==> src/rtl/bus_timer_if.sv <==
// CPU bus interface: a single master drives requests, the responder (modport s)
// acknowledges with a one-cycle ready pulse and may raise a level interrupt.
interface Bus;
    logic        clk;
    logic        reset;
    logic        valid;
    logic [31:0] address;
    logic [3:0]  wstrobe;
    logic [31:0] wdata;
    logic        ready;
    logic [31:0] rdata;
    logic        irq;

    modport s (
        input  clk, reset, valid, address, wstrobe, wdata,
        output ready, rdata, irq
    );

    modport m (
        input  clk, reset, ready, rdata, irq,
        output valid, address, wstrobe, wdata
    );
endinterface

==> src/rtl/bus_timer.sv <==
// Memory-mapped timer peripheral. A prescaler divides the clock into count ticks;
// COUNT climbs to LIMIT, wraps to zero and latches PEND, which raises irq when IE=1.
// Register map (address[3:2]): 0 LIMIT, 1 COUNT, 2 CONTROL {PEND,IE,EN}, 3 reserved.
module bus_timer #(
    parameter int unsigned PRESCALE = 1
) (
    Bus.s bus
);

    localparam logic [16:0] PRE_MAX = 17'(PRESCALE - 32'd1);

    // Merge write data into an existing word, one byte per strobe bit.
    function automatic logic [31:0] f_byte_merge(input logic [31:0] i_old,
                                                 input logic [31:0] i_new,
                                                 input logic [3:0]  i_strb);
        logic [31:0] v;
        v = i_old;
        for (int b = 0; b < 4; b++) begin
            if (i_strb[b]) begin
                v[b*8 +: 8] = i_new[b*8 +: 8];
            end else begin
                v[b*8 +: 8] = i_old[b*8 +: 8];
            end
        end
        return v;
    endfunction

    logic [31:0] r_limit;
    logic [31:0] r_count;
    logic [16:0] r_pre;
    logic        r_en;
    logic        r_ie;
    logic        r_pend;
    logic        r_ready;
    logic [31:0] r_rdata;
    logic        r_irq;

    logic [31:0] w_limit_nx;
    logic [31:0] w_count_nx;
    logic [16:0] w_pre_nx;
    logic        w_en_nx;
    logic        w_ie_nx;
    logic        w_pend_nx;
    logic [31:0] w_rdata_nx;

    logic        w_accept;
    logic        w_write;
    logic [1:0]  w_sel;
    logic        w_limit_wr;
    logic        w_count_wr;
    logic        w_ctrl_wr;
    logic        w_tick;
    logic        w_match;
    logic        w_wrap;
    logic        w_unused_addr;

    // A request is taken only while no acknowledge is outstanding, so every
    // transaction occupies two cycles even when valid is held high.
    assign w_accept   = bus.valid & ~r_ready;
    assign w_sel      = bus.address[3:2];
    assign w_write    = w_accept & (bus.wstrobe != 4'b0000);
    assign w_limit_wr = w_write & (w_sel == 2'd0);
    assign w_count_wr = w_write & (w_sel == 2'd1);
    assign w_ctrl_wr  = w_write & (w_sel == 2'd2) & bus.wstrobe[0];
    assign w_tick     = r_en & (r_pre == PRE_MAX);
    assign w_match    = (r_count == r_limit);
    // A bus write to COUNT overrides the tick, so that tick cannot wrap or set PEND.
    assign w_wrap     = w_tick & w_match & ~w_count_wr;

    assign w_unused_addr = ^{bus.address[31:4], bus.address[1:0]};

    // Prescaler advances only while enabled and restarts at zero after each tick.
    always_comb begin
        w_pre_nx = r_pre;
        if (r_en) begin
            if (r_pre == PRE_MAX) begin
                w_pre_nx = 17'd0;
            end else begin
                w_pre_nx = r_pre + 17'd1;
            end
        end else begin
            w_pre_nx = r_pre;
        end
    end

    // Next LIMIT/COUNT: bus write beats the tick; a tick wraps on match, else increments.
    always_comb begin
        w_limit_nx = r_limit;
        w_count_nx = r_count;
        if (w_limit_wr) begin
            w_limit_nx = f_byte_merge(r_limit, bus.wdata, bus.wstrobe);
        end else begin
            w_limit_nx = r_limit;
        end
        if (w_count_wr) begin
            w_count_nx = f_byte_merge(r_count, bus.wdata, bus.wstrobe);
        end else if (w_tick) begin
            if (w_match) begin
                w_count_nx = 32'd0;
            end else begin
                w_count_nx = r_count + 32'd1;
            end
        end else begin
            w_count_nx = r_count;
        end
    end

    // Next CONTROL bits: PEND is write-1-to-clear, and a same-edge wrap keeps it set.
    always_comb begin
        w_en_nx   = r_en;
        w_ie_nx   = r_ie;
        w_pend_nx = r_pend;
        if (w_ctrl_wr) begin
            w_en_nx = bus.wdata[0];
            w_ie_nx = bus.wdata[1];
        end else begin
            w_en_nx = r_en;
            w_ie_nx = r_ie;
        end
        if (w_wrap) begin
            w_pend_nx = 1'b1;
        end else if (w_ctrl_wr && bus.wdata[2]) begin
            w_pend_nx = 1'b0;
        end else begin
            w_pend_nx = r_pend;
        end
    end

    // Read data is taken from the current register values, before this edge's updates.
    always_comb begin
        w_rdata_nx = 32'd0;
        if (w_accept) begin
            case (w_sel)
                2'd0:    w_rdata_nx = r_limit;
                2'd1:    w_rdata_nx = r_count;
                2'd2:    w_rdata_nx = {29'd0, r_pend, r_ie, r_en};
                default: w_rdata_nx = 32'd0;
            endcase
        end else begin
            w_rdata_nx = 32'd0;
        end
    end

    // State and output registers; reset drops any transaction in flight.
    always_ff @(posedge bus.clk) begin
        if (bus.reset) begin
            r_limit <= 32'd0;
            r_count <= 32'd0;
            r_pre   <= 17'd0;
            r_en    <= 1'b0;
            r_ie    <= 1'b0;
            r_pend  <= 1'b0;
            r_ready <= 1'b0;
            r_rdata <= 32'd0;
            r_irq   <= 1'b0;
        end else begin
            r_limit <= w_limit_nx;
            r_count <= w_count_nx;
            r_pre   <= w_pre_nx;
            r_en    <= w_en_nx;
            r_ie    <= w_ie_nx;
            r_pend  <= w_pend_nx;
            r_ready <= w_accept;
            r_rdata <= w_rdata_nx;
            r_irq   <= w_pend_nx & w_ie_nx;
        end
    end

    assign bus.ready = r_ready;
    assign bus.rdata = r_rdata;
    assign bus.irq   = r_irq;

endmodule
==> src/flat_wrapper.sv <==
// flat-port wrapper written by rule: the top's interface ports become plain ports
module bus_timer_flat 
#(
    parameter int unsigned PRESCALE = 1
)
  (bus_clk, bus_reset, bus_valid, bus_address, bus_wstrobe, bus_wdata, bus_ready, bus_rdata, bus_irq);
  Bus bus_i ();
  input wire logic [$bits(bus_i.clk)-1:0] bus_clk;
  input wire logic [$bits(bus_i.reset)-1:0] bus_reset;
  input wire logic [$bits(bus_i.valid)-1:0] bus_valid;
  input wire logic [$bits(bus_i.address)-1:0] bus_address;
  input wire logic [$bits(bus_i.wstrobe)-1:0] bus_wstrobe;
  input wire logic [$bits(bus_i.wdata)-1:0] bus_wdata;
  output wire logic [$bits(bus_i.ready)-1:0] bus_ready;
  output wire logic [$bits(bus_i.rdata)-1:0] bus_rdata;
  output wire logic [$bits(bus_i.irq)-1:0] bus_irq;
  assign bus_i.clk = bus_clk;
  assign bus_i.reset = bus_reset;
  assign bus_i.valid = bus_valid;
  assign bus_i.address = bus_address;
  assign bus_i.wstrobe = bus_wstrobe;
  assign bus_i.wdata = bus_wdata;
  assign bus_ready = bus_i.ready;
  assign bus_rdata = bus_i.rdata;
  assign bus_irq = bus_i.irq;
  bus_timer #(.PRESCALE(PRESCALE)) u_core (.bus(bus_i));
endmodule
==> config.mk <==
export PLATFORM = sky130hd
export DESIGN_NAME = bus_timer_flat
export DESIGN_NICKNAME = d
export VERILOG_FILES = /design/src/rtl/bus_timer_if.sv /design/src/rtl/bus_timer.sv /design/src/flat_wrapper.sv
export SDC_FILE = /design/constraint.sdc
export NUM_CORES = 1
export LEC_CHECK = 0
export CORE_MARGIN = 1
export CORE_UTILIZATION = 30
export CTS_CLUSTER_DIAMETER = 80
export CTS_CLUSTER_SIZE = 10
export DETAILED_ROUTE_END_ITERATION = 8
export SLEW_MARGIN = 20
export SYNTH_ARGS = -nofsm -noshare
export SYNTH_HDL_FRONTEND = slang
export SYNTH_SLANG_ARGS = --single-unit
==> constraint.sdc <==
create_clock -name bus_clk -period 3 [get_ports bus_clk]
set_input_delay 0.6 -clock bus_clk [delete_from_list [all_inputs] [get_ports bus_clk]]
set_output_delay 0.6 -clock bus_clk [all_outputs]
set_load 0.005 [all_outputs]
==> results of run 1 <==
==> flip-flops by register name (all words and copies together), names as in the netlist <==
| register | count |
|---|---|
| u_core.bus.rdata | 32 |
| u_core.r_count | 32 |
| u_core.r_limit | 32 |
| u_core.r_pre | 17 |
| u_core.bus.irq | 1 |
| u_core.bus.ready | 1 |
| u_core.r_en | 1 |
| u_core.r_ie | 1 |
| u_core.r_pend | 1 |
==> Yosys cell counts (8+ instances only) <==
library cell  count
nor2_1           68
mux2i_1          35
nor3_1           15
nand4_1          34
xnor2_1          39
clkbuf_1         37
buf_2            16
nand2_1          76
and3_1           19
o21ai_1           8
xor2_1            8
o21ai_0          24
a22oi_1          12
a21oi_1          67
a31oi_1           8
inv_1             9
nand3_1          53
a211oi_1          9
dfxtp_1         118
==> routing by layer <==
| layer | GRT usage (%) | part of all wire (%) | up-vias |
|---|---|---|---|
| met1 | 24.7 | 49 | 2590 |
| met3 | 4.66 | 5.6 | 17 |
| li1 | - | - | 2762 |
| met2 | 26.2 | 44 | 148 |
| met4 | 6.23 | 1.4 | 0 |
| met5 | 0 | 0 | - |
==> cell type report <==
class,count,share of cell area (%)
Clock buffer,23,6.09
Clock inverter,9,1.94
Timing Repair Buffer,113,13.5
Multi-Input combinational cell,540,43.0
Inverter,9,0.439
Tap cell,265,4.31
Sequential cell,118,30.7
==> power by group through the flow <==
stage	combinational (mW)	sequential, mW	clock, mW
finish	0.529	1.67	2.16
global route	0.573	1.68	2.28
CTS	0.527	1.67	2.20
detailed placement	0.524	1.70	0
global placement	0.524	1.70	0
floorplan	0.334	1.67	0
==> cell usage in the layout, fill, tap and decap left out, types with 5 or more instances in the layout <==
cell / Yosys / layout
nand4_1: 34 / 34
clkdlybuf4s50_1: 0 / 72
xor2_1: 8 / 8
xnor2_1: 39 / 39
inv_1: 9 / 9
nor3_1: 15 / 14
dfxtp_1: 118 / 118
mux2i_1: 35 / 35
buf_4: 0 / 38
a2111oi_2: 7 / 7
a21oi_1: 67 / 67
and2_1: 5 / 5
a31oi_1: 8 / 8
and3_1: 19 / 19
a211oi_1: 9 / 9
or3_1: 7 / 7
nand3_1: 53 / 53
nor2_1: 68 / 68
a22oi_1: 12 / 12
o21ai_1: 8 / 8
nand2_1: 76 / 76
clkbuf_16: 0 / 17
o21ai_0: 24 / 24
==> worst min-delay path, delay by kind of cell (launching register included) <==
kind	cells	cell delay, ps
AO/OA/AOI/OAI	1	50
flip-flops	1	320
AND/OR/NAND/NOR	1	60
==> cells by family (layout without fill, tap and decap cells) <==
| logic type | Yosys count | in the layout | synth area share (%) |
|---|---|---|---|
| and+or+nand+nor | 303 | 303 | 25.7 |
| AOI/OAI and AO/OA | 152 | 152 | 16.2 |
| DFF | 118 | 118 | 39.8 |
| buffers and inverters | 65 | 154 | 4.82 |
| xor gates and xnor gates | 47 | 47 | 6.93 |
| muxes | 35 | 35 | 5.90 |
| adders and majority gates | 3 | 3 | 0.632 |
==> how the worst max path moves through the flow <==
stage	to	cells past startpoint
after floorplan	u_core.r_count[12]	10
after global routing	u_core.r_count[27]	8
after CTS	u_core.r_count[27]	8
after global placement	u_core.r_count[27]	8
final	u_core.r_count[27]	8
after detailed placement	u_core.r_count[30]	8
==> flow_summary.ini, run 1 <==
[logic_synthesis]
yosys.area.top_type = dfxtp_1
ys_ff_latch = 118
synth_nets = 797
yosys.area.top_type_share_pct = 39.8
synth-edff-count = 0
synth.cell_area_sq_um = 5940
synthFlopType = dfxtp_1
ys_top_cells_by_area = dfxtp_1, mux2i_1, xnor2_1
synth.avg_cell_area_sq_um = 8.22
yosysWarnings = 0
async_flop_share_pct = 0
synth_cells = 723
seq_area_frac_synth_pct = 39.8
yosysUniqueCellTypes = 48

[route]
drt-initial-drc-count = 453
num_vias = 5517
firstDrtPassIters = 4
ant_nets = 0
drc = 0
post_drt_via_cell_ratio = 5.12
wl_per_cell_um = 16.0
routed_wl_mm = 17.2

[clock_tree]
cts_tree = done
hold_buffers = 0
clk-insertion-delay-late_ps = 430
cts.htree.levels = 4
ctsRootBufferMaster = clkbuf_16
cts_buffers = 17
postCtsSetupBuffers = 0
cts_sinks = 118
post_cts_resized = 0
clk_pin_slew_ps = 60
cts_buffer_depth = 2

[setup_path]
rr_endpoint = u_core.r_count[27]
cp-startpoint = bus_wstrobe[0]
criticalPathCategory = input pin to flip-flop
critical_path.top_delay_family = buffers and inverters
crit_chain = clkdlybuf4s50_1, o41a_4, or3_1, buf_4, nand2_2, buf_4, a21oi_1, a211oi_1
cp_slowest_cell = or3_1
critical_path_required_ps = 3340
crit_top_cell = buf_4
cp.arrival_ps = 2900
cp-start-kind = input pin
slowest_delay_ps = 540
r2r_setup_slack_ps = 590
end_kind = flip-flop
timing.rr.start = u_core.r_pre[0]
critPathMaxFanout = 13
crit_buf_inv = 3
r2r_cells = 10

[floorplanning]
start_util_pct = 30.5
die_area_sq_um = 20400
top_level_ports = 105
rows = 51
die_x_um = 143
coreArea_sq_um = 19500
die_y_um = 143

[sta]
rsz0062_at_grt = no
slew_headroom_pct = 54.7
worst_pin_slew_ps = 679
drv_slew = 0
setup_viol = 0
skew_ps = 8.76
fin_crit_sh_pct = 85.4
tns_ps = 0
whs_ps = 480
hold_violations = 0
finalCriticalPeriod_ps = 2560
fin_ws_ps = 439
fmax_ghz = 0.390

[layout]
multi_input_area_sq_um = 3310
final_cells = 1077
finalNetCount = 873
drive_gt1_share_pct = 11.0
design_area_sq_um = 7690
nFillCells = 2002
final_util_pct = 39.5
area_growth_pct = 29.4
seq_area_sq_um = 2360
antenna_cells = 0

[power_and_ir_drop]
internal-power_mw = 3.27
power.share.clock_pct = 49.5
p_per_area_nw_per_um2 = 568
power_frac_seq_pct = 38.3
leakage_nw = 2.69
p_sw_share_pct = 25.1
power_frac_comb_pct = 12.1
power_switching_mw = 1.10
total_power_mw = 4.36
peakVddDrop_mv = 0.402

[place]
gp_congestion = 0.848
place_inst = 1045
placed_cell_area_sq_um = 7070
port_buffers = 74
place_ws_ps = 16.7
dpl.hpwl_mm = 12.0

[global_routing]
antenna_found_initial = 0
grt_max_degree = 37
grt_pass1_wl_mm = 27.7
grt.overflow.total = 0
track_usage_pct = 17.8
grt_pass1_vias = 5072

[status]
status = completed

[min_path]
hold_path_depth = 2
hold_start = u_core.r_limit[24]
hp-class = flip-flop to flip-flop
holdPathEnd = u_core.r_limit[24]

[run]
cap_viol_max_count = 0
Power figures use the tool's default switching activity.
==> inputs of run 2 (changes only) <==
Settings changed: CORE_MARGIN 1 to 2, CTS_CLUSTER_DIAMETER 80 to default.
==> run 2 against run 1 <==
Against the previous run: wire length up 1.6%; global-route usage down 0.62 points; clock power down 6%; via count up 0.89%; critical path type unchanged.
==> flow_summary.ini, run 2 (synthesis results as in run 1) <==
[layout]
final_cell_mix = dfxtp_1, nand2_1, clkdlybuf4s50_1, nor2_1, a21oi_1
design_area_sq_um = 7650
nFillCells = 1992
finalNetCount = 871
antenna_cells = 0
area_growth_pct = 28.7
drive_gt1_share_pct = 10.7
mostFrequentLayoutCell = dfxtp_1

[setup_path]
cp.arrival_ps = 2970
criticalPathCategory = input pin to flip-flop
end_kind = flip-flop
critPathMaxFanout = 13
cp-start-kind = input pin
cp_slowest_cell = or3_1
critical_path_required_ps = 3290
crit_chain = clkdlybuf4s50_1, o41a_4, or3_1, buf_4, nand2_2, nor2_1, a2111oi_0
slowest_delay_ps = 540

[clock_tree]
cts_tree = done
hold_buffers = 0
clk-insertion-delay-late_ps = 430
cts_sinks = 118
cts.htree.levels = 4
cts_buffers = 17
post_cts_resized = 0
ctsRootBufferMaster = clkbuf_16
clk_pin_slew_ps = 50
cts_buffer_depth = 2
postCtsSetupBuffers = 0

[route]
firstDrtPassIters = 5
drt-initial-drc-count = 533
routed_wl_mm = 17.5
post_drt_via_cell_ratio = 5.18
wl_per_cell_um = 16.3
drc = 0
ant_nets = 0
num_vias = 5566

[global_routing]
antenna_found_initial = 0
use_met3_pct = 4.44
track_usage_pct = 17.1
grtUsageMet1_pct = 24.0
grt_pass1_vias = 5065
grt_max_degree = 37
grt.overflow.total = 0
grt_pass1_wl_mm = 27.5
grt.busiest_layer = met2
grtUsageMet2_pct = 25.5

[sta]
drv_slew = 0
slew_headroom_pct = 49.2
setup_viol = 0
fin_crit_sh_pct = 89.6
worst_pin_slew_ps = 761
fin_ws_ps = 311
skew_ps = 10.4
finalCriticalPeriod_ps = 2690
fmax_ghz = 0.372
hold_violations = 0
rsz0062_at_grt = no

[power_and_ir_drop]
power_frac_seq_pct = 39.5
power.share.clock_pct = 48.0
p_per_area_nw_per_um2 = 554
p_sw_share_pct = 25.7
power_frac_comb_pct = 12.5
leakage_nw = 2.65
internal-power_mw = 3.15
peakVddDrop_mv = 0.416
power_switching_mw = 1.09
total_power_mw = 4.24

[run]
cap_viol_max_count = 0

[floorplanning]
die_area_sq_um = 20900
start_util_pct = 30.5
top_level_ports = 105
die_x_um = 145
coreArea_sq_um = 19500
die_y_um = 145
rows = 51

[place]
port_buffers = 74
gp_congestion = 0.838
placed_cell_area_sq_um = 7060
dpl.hpwl_mm = 12.1
place_ws_ps = -1.88

[min_path]
hp-class = flip-flop to flip-flop

[status]
status = completed
==> run 2: final cells by class <==
class	count	area (sq um)	area share [%]
multi-input cells	540	3310	43.3
flip-flops and latches	118	2360	30.9
repair buffers	111	1020	13.4
clock buffers	25	495	6.48
well taps	265	332	4.34
clock inverters	7	93.8	1.23
inverters	9	33.8	0.442
==> run 2: worst paths after layout <==
kind	startpoint	endpoint	slack, ps	cells past startpoint
worst max-delay path	bus_wstrobe[0]	u_core.r_count[31]	310	7
worst min-delay path	u_core.r_limit[6]	u_core.r_limit[6]	480	2
worst max register to register	u_core.r_pre[0]	u_core.r_count[31]	500	9
worst min register to register	u_core.r_limit[6]	u_core.r_limit[6]	480	2
==> run 2: metal layers <==
layer	routed length [um]	share of wire, %
met5	0	0
met4	211	1.2
met3	1130	6.4
met2	7710	44
met1	8470	48
==> run 2: power groups by stage <==
| stage | clock network [mW] | registers [mW] | logic (mW) |
|---|---|---|---|
| floorplan | 0 | 1.67 | 0.334 |
| global placement | 0 | 1.70 | 0.523 |
| detailed placement | 0 | 1.71 | 0.523 |
| CTS | 2.07 | 1.67 | 0.526 |
| global route | 2.15 | 1.68 | 0.571 |
| finish | 2.03 | 1.68 | 0.530 |
==> run 2: critical path, delay by kind of cell <==
kind                   cells  cell delay (ps)
and+or+nand+nor            3              670
AOI/OAI and AO/OA          2              920
buffers and inverters      2              780
==> run 2: stage by stage <==
step	TNS, ps	instances	utilization (%)	hold slack (ps)
3_3_place_gp	-0.812	1043	36.2	468
4_1_cts	0	1075	39.3	482
3_5_place_dp	-1.88	1043	36.3	474
2_1_floorplan	0	723	-	448
5_1_grt	0	1075	39.3	495
6_report	0	1075	39.3	481
